--- config.mk ---
export PLATFORM = sky130hd
export DESIGN_NAME = mem_wait_responder_flat
export DESIGN_NICKNAME = d
export VERILOG_FILES = /design/src/rtl/mem_wait_responder_if.sv /design/src/rtl/mem_wait_responder.sv /design/src/flat_wrapper.sv
export SDC_FILE = /design/constraint.sdc
export NUM_CORES = 1
export LEC_CHECK = 0
export BUFFER_PORTS_ARGS = -buffer_cell sky130_fd_sc_hd__buf_2
export CAP_MARGIN = 20
export CORE_ASPECT_RATIO = 2
export CORE_MARGIN = 4
export CORE_UTILIZATION = 35
export DETAILED_ROUTE_END_ITERATION = 7
export MAX_ROUTING_LAYER = met4
export PLACE_DENSITY = 0.58
export SLEW_MARGIN = 20
export SYNTH_ARGS = -nofsm -noshare
export SYNTH_HDL_FRONTEND = slang
export SYNTH_SLANG_ARGS = --single-unit
--- constraint.sdc ---
create_clock -name clk -period 11.8 [get_ports clk]
set_input_delay 2.95 -clock clk [delete_from_list [all_inputs] [get_ports clk]]
set_output_delay 2.95 -clock clk [all_outputs]
set_load 0.005 [all_outputs]
--- src/rtl/mem_wait_responder_if.sv ---
// mem_wait_responder_if
//   Bundles the read-request handshake, the write port and the responder
//   outputs of mem_wait_responder. Clock and reset are not part of the bundle.
//
//   Parameters: AW address width, DW data width, CW wait-count width.
//   Signals (direction as seen by the responder / slave side):
//     rd        in   read request level
//     addr      in   read address, sampled when a read is accepted
//     wait_cfg  in   wait-state count, sampled when a read is accepted
//     we        in   write enable
//     waddr     in   write address
//     wdata     in   write data
//     ws        out  wait signal, high while data is not yet ready
//     rvalid    out  one-cycle pulse, first cycle rdata is valid
//     rdata     out  read data, held until the next accepted read
//     abort     out  one-cycle pulse, read dropped before delivery
//     rd_count  out  completed-read count, saturating at 255
interface mem_wait_responder_if #(
  parameter int AW = 4,
  parameter int DW = 8,
  parameter int CW = 4
);
  logic          rd;
  logic [AW-1:0] addr;
  logic [CW-1:0] wait_cfg;
  logic          we;
  logic [AW-1:0] waddr;
  logic [DW-1:0] wdata;
  logic          ws;
  logic          rvalid;
  logic [DW-1:0] rdata;
  logic          abort;
  logic [7:0]    rd_count;

  // Upstream controller side.
  modport master (
    output rd, addr, wait_cfg, we, waddr, wdata,
    input  ws, rvalid, rdata, abort, rd_count
  );

  // Responder side.
  modport slave (
    input  rd, addr, wait_cfg, we, waddr, wdata,
    output ws, rvalid, rdata, abort, rd_count
  );
endinterface

--- src/rtl/mem_wait_responder.sv ---
// mem_wait_responder
//   Small memory (2**AW words of DW bits) that answers read requests after a
//   programmable number of wait states. A read is accepted from IDLE when rd
//   is high; ws is raised for wait_cfg cycles, then rvalid pulses for one
//   cycle with rdata loaded from memory. Dropping rd during the wait phase
//   aborts the read with a one-cycle abort pulse. Writes go straight into the
//   memory on any edge in any state. All outputs are registered.
//
//   Ports:
//     clk    in   single clock, rising edge
//     reset  in   asynchronous active-high reset (clears state, outputs, memory)
//     bus    slave modport of mem_wait_responder_if (handshake, write port,
//            ws/rvalid/rdata/abort/rd_count outputs)
//
//   The interface instance must be built with the same AW/DW/CW values.
module mem_wait_responder #(
  parameter int AW = 4,
  parameter int DW = 8,
  parameter int CW = 4
) (
  input  logic                 clk,
  input  logic                 reset,
  mem_wait_responder_if.slave  bus
);

  localparam int unsigned DEPTH = 2**AW;

  typedef enum logic [1:0] {
    ST_IDLE = 2'd0,
    ST_WAIT = 2'd1,
    ST_DATA = 2'd2,
    ST_HOLD = 2'd3
  } state_t;

  state_t        state_q, state_d;
  logic [CW-1:0] cnt_q, cnt_d;
  logic [AW-1:0] addr_q, addr_d;

  logic          ws_q, ws_d;
  logic          rvalid_q, rvalid_d;
  logic          abort_q, abort_d;
  logic [DW-1:0] rdata_q, rdata_d;
  logic [7:0]    rd_count_q, rd_count_d;

  logic [DW-1:0] mem_q [DEPTH];

  // Address used for the data load. A zero-wait read enters DATA on the
  // acceptance edge itself, before addr_q holds the new address, so the live
  // bus address is used from IDLE.
  logic [AW-1:0] rd_addr;
  logic          load_data;

  // ------------------------------------------------------------------
  // Next-state and registered-output logic
  // ------------------------------------------------------------------
  always_comb begin
    state_d = state_q;
    cnt_d   = cnt_q;
    addr_d  = addr_q;
    abort_d = 1'b0;
    rd_addr = addr_q;

    unique case (state_q)
      ST_IDLE: begin
        rd_addr = bus.addr;
        if (bus.rd) begin
          addr_d  = bus.addr;
          cnt_d   = bus.wait_cfg;
          state_d = (bus.wait_cfg != '0) ? ST_WAIT : ST_DATA;
        end
      end

      ST_WAIT: begin
        // Dropping rd wins over the final wait cycle.
        if (!bus.rd) begin
          state_d = ST_IDLE;
          abort_d = 1'b1;
        end else begin
          cnt_d = cnt_q - CW'(1);
          if (cnt_q == CW'(1)) begin
            state_d = ST_DATA;
          end
        end
      end

      ST_DATA: begin
        state_d = bus.rd ? ST_HOLD : ST_IDLE;
      end

      ST_HOLD: begin
        if (!bus.rd) begin
          state_d = ST_IDLE;
        end
      end

      default: begin
        state_d = ST_IDLE;
      end
    endcase

    // Outputs are registered versions of the state being entered.
    load_data = (state_d == ST_DATA);
    ws_d      = (state_d == ST_WAIT);
    rvalid_d  = load_data;

    rdata_d    = rdata_q;
    rd_count_d = rd_count_q;
    if (load_data) begin
      // mem_q is read before this edge's write lands, so a same-edge write
      // to the same word is not returned.
      rdata_d = mem_q[rd_addr];
      if (rd_count_q != 8'hFF) begin
        rd_count_d = rd_count_q + 8'd1;
      end
    end
  end

  // ------------------------------------------------------------------
  // Control and output registers
  // ------------------------------------------------------------------
  always_ff @(posedge clk or posedge reset) begin
    if (reset) begin
      state_q    <= ST_IDLE;
      cnt_q      <= '0;
      addr_q     <= '0;
      ws_q       <= 1'b0;
      rvalid_q   <= 1'b0;
      abort_q    <= 1'b0;
      rdata_q    <= '0;
      rd_count_q <= '0;
    end else begin
      state_q    <= state_d;
      cnt_q      <= cnt_d;
      addr_q     <= addr_d;
      ws_q       <= ws_d;
      rvalid_q   <= rvalid_d;
      abort_q    <= abort_d;
      rdata_q    <= rdata_d;
      rd_count_q <= rd_count_d;
    end
  end

  // ------------------------------------------------------------------
  // Memory array: one write per cycle, cleared by reset
  // ------------------------------------------------------------------
  always_ff @(posedge clk or posedge reset) begin
    if (reset) begin
      for (int unsigned i = 0; i < DEPTH; i++) begin
        mem_q[i] <= '0;
      end
    end else if (bus.we) begin
      mem_q[bus.waddr] <= bus.wdata;
    end
  end

  assign bus.ws       = ws_q;
  assign bus.rvalid   = rvalid_q;
  assign bus.abort    = abort_q;
  assign bus.rdata    = rdata_q;
  assign bus.rd_count = rd_count_q;

endmodule

--- src/flat_wrapper.sv ---
// flat-port wrapper written by rule: the top's interface ports become plain ports
module mem_wait_responder_flat 
#(
  parameter int AW = 4,
  parameter int DW = 8,
  parameter int CW = 4
)
  (clk, reset, bus_rd, bus_addr, bus_wait_cfg, bus_we, bus_waddr, bus_wdata, bus_ws, bus_rvalid, bus_rdata, bus_abort, bus_rd_count);
  mem_wait_responder_if #(.AW(AW), .DW(DW), .CW(CW)) bus_i ();
  input  logic clk;
  input  logic reset;
  input wire logic [$bits(bus_i.rd)-1:0] bus_rd;
  input wire logic [$bits(bus_i.addr)-1:0] bus_addr;
  input wire logic [$bits(bus_i.wait_cfg)-1:0] bus_wait_cfg;
  input wire logic [$bits(bus_i.we)-1:0] bus_we;
  input wire logic [$bits(bus_i.waddr)-1:0] bus_waddr;
  input wire logic [$bits(bus_i.wdata)-1:0] bus_wdata;
  output wire logic [$bits(bus_i.ws)-1:0] bus_ws;
  output wire logic [$bits(bus_i.rvalid)-1:0] bus_rvalid;
  output wire logic [$bits(bus_i.rdata)-1:0] bus_rdata;
  output wire logic [$bits(bus_i.abort)-1:0] bus_abort;
  output wire logic [$bits(bus_i.rd_count)-1:0] bus_rd_count;
  assign bus_i.rd = bus_rd;
  assign bus_i.addr = bus_addr;
  assign bus_i.wait_cfg = bus_wait_cfg;
  assign bus_i.we = bus_we;
  assign bus_i.waddr = bus_waddr;
  assign bus_i.wdata = bus_wdata;
  assign bus_ws = bus_i.ws;
  assign bus_rvalid = bus_i.rvalid;
  assign bus_rdata = bus_i.rdata;
  assign bus_abort = bus_i.abort;
  assign bus_rd_count = bus_i.rd_count;
  mem_wait_responder #(.AW(AW), .DW(DW), .CW(CW)) u_core (.clk(clk), .reset(reset), .bus(bus_i));
endmodule
; Word level (Yosys, flattened, before mapping)
; Cells that the tools add are included.
[totals]
latchBits = 0
n_memories = 0
output_inout_bits = 19
rom_bits = 0
register_bits = 157
word_cells = 66
in_bits = 24
ramBits = 0
[classes]
reduce_logical = 7
n_shift = 0
n_div = 0
multipliers = 0
addsub = 2
n_mux = 19
magnitude_cmp = 3
eq_ne = 9
bitwise = 2
[op_table]
columns = cell, count
row1 = bitwise mux 128 bit, 1
row2 = binary-select mux 8 bit (select 4 bit), 1
row3 = demux 8 bit (select 4 bit), 1
row4 = two-way mux 8 bit, 3
row5 = two-way mux 2 bit, 6
row6 = two-way mux 4 bit, 3
row7 = "greater-or-equal comparator 5 bit, second input constant", 2
row8 = NOT 4 -> 5 bit, 2
row9 = "adder 8 x 1 -> 8 bit, second input constant", 1
row10 = "inequality test 8 bit, second input constant", 1
row11 = one-hot mux 2 bit (4 select lines), 1
row12 = one-hot mux 4 bit (2 select lines), 1
row13 = "equality test 2 bit, second input constant", 3
row14 = "less-than comparator 5 x 1 -> 1 bit, second input constant", 1
row15 = "equality test 2 x 1 -> 1 bit, second input constant", 2
row16 = "equality test 4 x 1 -> 1 bit, second input constant", 1
row17 = "inequality test 2 bit, second input constant", 2
row18 = AND reduction 2 bit, 2
row19 = nonzero test 4 bit, 1
row20 = "subtractor 4 x 1 -> 4 bit, second input constant", 1
row21 = AND reduction 3 bit, 1
row22 = zero test 2 bit, 1
row23 = two-way mux 1 bit, 2
row24 = nonzero test 2 bit, 1
row25 = logical AND 1 bit, 1

; Longest topological paths before layout
[depth]
word_depth = 6
depth_mapped = 10
depth_no_buf = 8

; Least setup slack after synthesis
; No wires, ideal clock.
[synth_timing]
path_type = input to register
startpoint = input port bus_wait_cfg[0]
endpoint = register u_core.rd_count_q[1] (netlist: u_core.bus.rd_count[1])
setup_ps = 128
cell_stages = 5
arrival_time_ps = 4287
path_slack_ps = 7385
required_ps = 11672
n_path_buf = 0
cell_sequence = or4_4 -> o21ai_4 -> nand2_2 -> a31oi_4 -> mux2_1
[synth_between]
elab_chain_cells = 6
[synth_lines]
columns = element, line
row1 = "start, declared", flat_wrapper.sv:14  ; input wire logic [$bits(bus_i.wait_cfg)-1:0] bus_wait_cfg;
row2 = nonzero test 4 bit, mem_wait_responder.sv:69  ; state_d = (bus.wait_cfg != '0) ? ST_WAIT : ST_DATA;
row3 = two-way mux 2 bit, mem_wait_responder.sv:69
row4 = two-way mux 2 bit, mem_wait_responder.sv:66  ; if (bus.rd) begin
row5 = one-hot mux 2 bit (4 select lines), mem_wait_responder.sv:63  ; unique case (state_q)
row6 = equality test 2 bit, mem_wait_responder.sv:102  ; load_data = (state_d == ST_DATA);
row7 = AND reduction 2 bit (no source line), -
row8 = "end signal, assigned", mem_wait_responder.sv:139  ; rd_count_q <= rd_count_d;
row9 = "end, declared", mem_wait_responder.sv:43  ; logic [7:0] rd_count_q, rd_count_d;
; Every way passes these cells.
; A chain may end at the register's enable or synchronous reset.

; Final worst setup path
[layout_timing]
startpoint = input port bus_rd
endpoint = register u_core.rd_count_q[1] (netlist: u_core.bus.rd_count[1])
[layout_between]
elab_chain_cells = 4
word_cells_on_any_way = 7
classes_between = eq/ne: 1 / mux: 5 / reduce/logical: 1
[layout_lines]
columns = element, line
row1 = "start, declared", flat_wrapper.sv:12  ; input wire logic [$bits(bus_i.rd)-1:0] bus_rd;
row2 = "two-way mux 2 bit, on equally long branches", -
row3 = one-hot mux 2 bit (4 select lines) *, mem_wait_responder.sv:63
row4 = equality test 2 bit *, mem_wait_responder.sv:102
row5 = AND reduction 2 bit (no source line) *, -
; Every way passes the cells marked *; elsewhere a longest branch is shown, timed or not.

==> results.sh <==
export IMPL_syn_nets=640
export IMPL_grt_ovfl_total=0
export IMPL_drive_gt1_share_pct=33.79
export IMPL_vias=4778
export IMPL_gp_congestion=0.8523
export IMPL_drt_initial_drc_count=283
export IMPL_syn_to_final_growth_pct=14.04
export IMPL_dieArea_mm2=0.02307
export IMPL_synth_common_cells="dfrtp_1 (157), mux2_2 (132), nand2_1 (114)"
export IMPL_syn_instance_count=613
export IMPL_numCtsBuffers=17
export IMPL_setup_worst_path_start="bus_rd"
export IMPL_postCtsHoldBufs=0
export IMPL_ys_seq_elements=157
export IMPL_cts_sinks=157
export IMPL_clk_pin_slew_worst_paths_ns=0.06
export IMPL_crit_arrival_ns=4.76
export IMPL_ff2ff_path_depth=7
export IMPL_powerDensity_mw_per_mm2=190.9
export IMPL_clk_latency_ns=0.43
export IMPL_yosysTopAreaCell="dfrtp_1"
export IMPL_numPortBuffers=42
export IMPL_power_mw=1.568
export IMPL_cts_max_path_buffers=2
export IMPL_first_global_vias=5270
export IMPL_reg2reg_to="u_core.bus.rdata[4]$_DFFE_PP0N_"
export IMPL_ctsResizeCount=0
export IMPL_ys_seq_area_share_pct=54.55
export IMPL_async_flop_share_pct=100.0
export IMPL_cts_tree="done"
export IMPL_grt_pass1_wl_um=28280
export IMPL_grt_max_degree=91
export IMPL_synth_edf_count=0
export IMPL_dpl_hpwl_um=11760
export IMPL_dieHeight_um=210.9
export IMPL_post_cts_buffers=0
export IMPL_wl_um=17230
export IMPL_holdWs_ns=0.4864
export IMPL_post_route_period_util_pct=37.73
export IMPL_slew_viol_final=0
export IMPL_max_slew_margin_rel_pct=30.09
export IMPL_synth_most_common_cell="dfrtp_1"
export IMPL_finalSetupViolCount=0
export IMPL_fin_util_pct=40.32
export IMPL_grt_usage_pct=16.58
export IMPL_final_setup_skew_ns=0.006132
export IMPL_synthFlopType="dfrtp_1"
export IMPL_r2r_slack_ns=9.39
export IMPL_cp_max_fo=11
export IMPL_finalSetupTns_ns=0
export IMPL_io_pins=43
export IMPL_worst_pin_slew_ns=1.049
export IMPL_root_buffer="clkbuf_16"
export IMPL_fmax_mhz=224.6
export IMPL_post_drt_wl_per_cell_um=18.72
export IMPL_critical_path_class="in -> reg"
export IMPL_avgSynthCellArea_um2=11.75
export IMPL_antenna_found_initial=0
export IMPL_yosysWarnings=0
export IMPL_coreArea_mm2=0.02037
export IMPL_hold_class="reg -> reg"
export IMPL_rows=74
export IMPL_hold_viol_final=0
export IMPL_first_pass_iters=4
export IMPL_rsz0062_at_grt="no"
export IMPL_crit_path_start_kind="input port"
export IMPL_cp_required_ns=12.11
export IMPL_viasPerCell=5.193
export IMPL_htreeDepth=4
export IMPL_synth_top_cell_area_share_pct=54.55
export IMPL_ir_drop_mv=0.07043
export IMPL_drcViolationCount=0
export IMPL_multi_input_area_mm2=0.003129
export IMPL_period_minus_slack_ns=4.452
export IMPL_ant_nets=0
export IMPL_synth_distinct_cells=44
export IMPL_start_util_pct=35.36
export IMPL_syn_area_mm2=0.007202
export IMPL_leakage_nw=3.597
export IMPL_layout_nets=670
export IMPL_synth_area_top_cells="dfrtp_1 (55%), mux2_2 (21%), nand2_1 (5.9%)"
export IMPL_cp_end_kind="flop"
export IMPL_crit_path_end="u_core.bus.rd_count[1]$_DFFE_PP0P_"
export IMPL_seq_area_mm2=0.003929
export IMPL_cap_violations=0
export IMPL_r2r_start="u_core.state_q[0]$_DFF_PP0_"
export IMPL_fill_cells=1958
export IMPL_status="completed"
export IMPL_diodes=0
export IMPL_die_w_um=109.4
## cell families after synthesis
logic type | Yosys count | synth area share, %
DFF | 157 | 54.55
muxes | 152 | 23.44
and+or+nand+nor | 218 | 14.28
buffers and inverters | 40 | 2.363
AOI/OAI and AO/OA | 36 | 3.996
xor gates and xnor gates | 7 | 0.8513
adders and majority gates | 3 | 0.5213
## registers in the layout, summed over array words and instances (netlist names)
register	flops
u_core.cnt_q	4
u_core.mem_q	128
u_core.bus.rd_count	8
u_core.bus.rvalid	1
u_core.state_q	2
u_core.bus.rdata	8
u_core.bus.abort	1
u_core.bus.ws	1
u_core.addr_q	4
## layout make-up
| type | count | share of cell area [%] |
|---|---|---|
| flip-flops and latches | 157 | 47.84 |
| clock buffers | 24 | 6.109 |
| well taps | 266 | 4.052 |
| inverters | 6 | 0.3352 |
| multi-input cells | 416 | 38.10 |
| repair buffers | 45 | 2.834 |
| clock inverters | 6 | 0.7313 |
## cell usage in the layout, fill, tap and decap left out, types with 4 or more instances in the layout
| master | synthesis | final |
|---|---|---|
| clkbuf_16 | 0 | 17 |
| inv_1 | 6 | 5 |
| nor2_1 | 12 | 12 |
| nand2_1 | 114 | 114 |
| nand3_1 | 43 | 43 |
| mux2i_1 | 19 | 19 |
| or3_1 | 4 | 4 |
| mux2_2 | 132 | 132 |
| buf_2 | 7 | 42 |
| dfrtp_1 | 157 | 157 |
| o21ai_0 | 4 | 4 |
| a32oi_1 | 18 | 18 |
| clkbuf_8 | 0 | 5 |
| nand2b_1 | 5 | 5 |
| nand4_1 | 19 | 19 |
| xnor2_1 | 5 | 5 |
## stage by stage
step	setup WS, ns	instance area, um^2	instances
finish	7.348	8213	920
global route	7.202	8213	920
CTS	7.345	8213	920
detailed placement	6.898	7651	890
global placement	6.939	7651	890
floorplan	4.615	7202	613
## how the worst min path moves through the flow
stage,startpoint,endpoint,slack [ns],cells past startpoint
floorplan,u_core.addr_q[0]$_DFFE_PP0P_,u_core.addr_q[0]$_DFFE_PP0P_,0.47,1
global placement,u_core.bus.rd_count[6]$_DFFE_PP0P_,u_core.bus.rd_count[6]$_DFFE_PP0P_,0.48,1
detailed placement,u_core.bus.rd_count[4]$_DFFE_PP0P_,u_core.bus.rd_count[4]$_DFFE_PP0P_,0.48,1
CTS,u_core.bus.rd_count[4]$_DFFE_PP0P_,u_core.bus.rd_count[4]$_DFFE_PP0P_,0.49,1
global route,u_core.bus.rd_count[4]$_DFFE_PP0P_,u_core.bus.rd_count[4]$_DFFE_PP0P_,0.51,1
finish,u_core.bus.rd_count[4]$_DFFE_PP0P_,u_core.bus.rd_count[4]$_DFFE_PP0P_,0.49,1
## layer usage
layer  track usage (%)  routed length (um)
met5                 -                   0
met4             7.533                 362
met3             3.396                 521
met2             29.46               10080
met1             17.19                6263
## power breakdown
| group | switching [mW] | leakage [nW] | total, mW | internal (mW) |
|---|---|---|---|---|
| clock | 0.206 | 0.274 | 0.520 | 0.314 |
| sequential | 0.0788 | 1.94 | 0.744 | 0.665 |
| combinational | 0.155 | 1.39 | 0.304 | 0.149 |
## worst max-delay path: stages
cell     delay, ns
buf_2         0.13
nor2b_1       0.56
nand2_2       0.39
a31oi_4       0.37
mux2_1        0.36
Power figures use the tool's default switching activity.
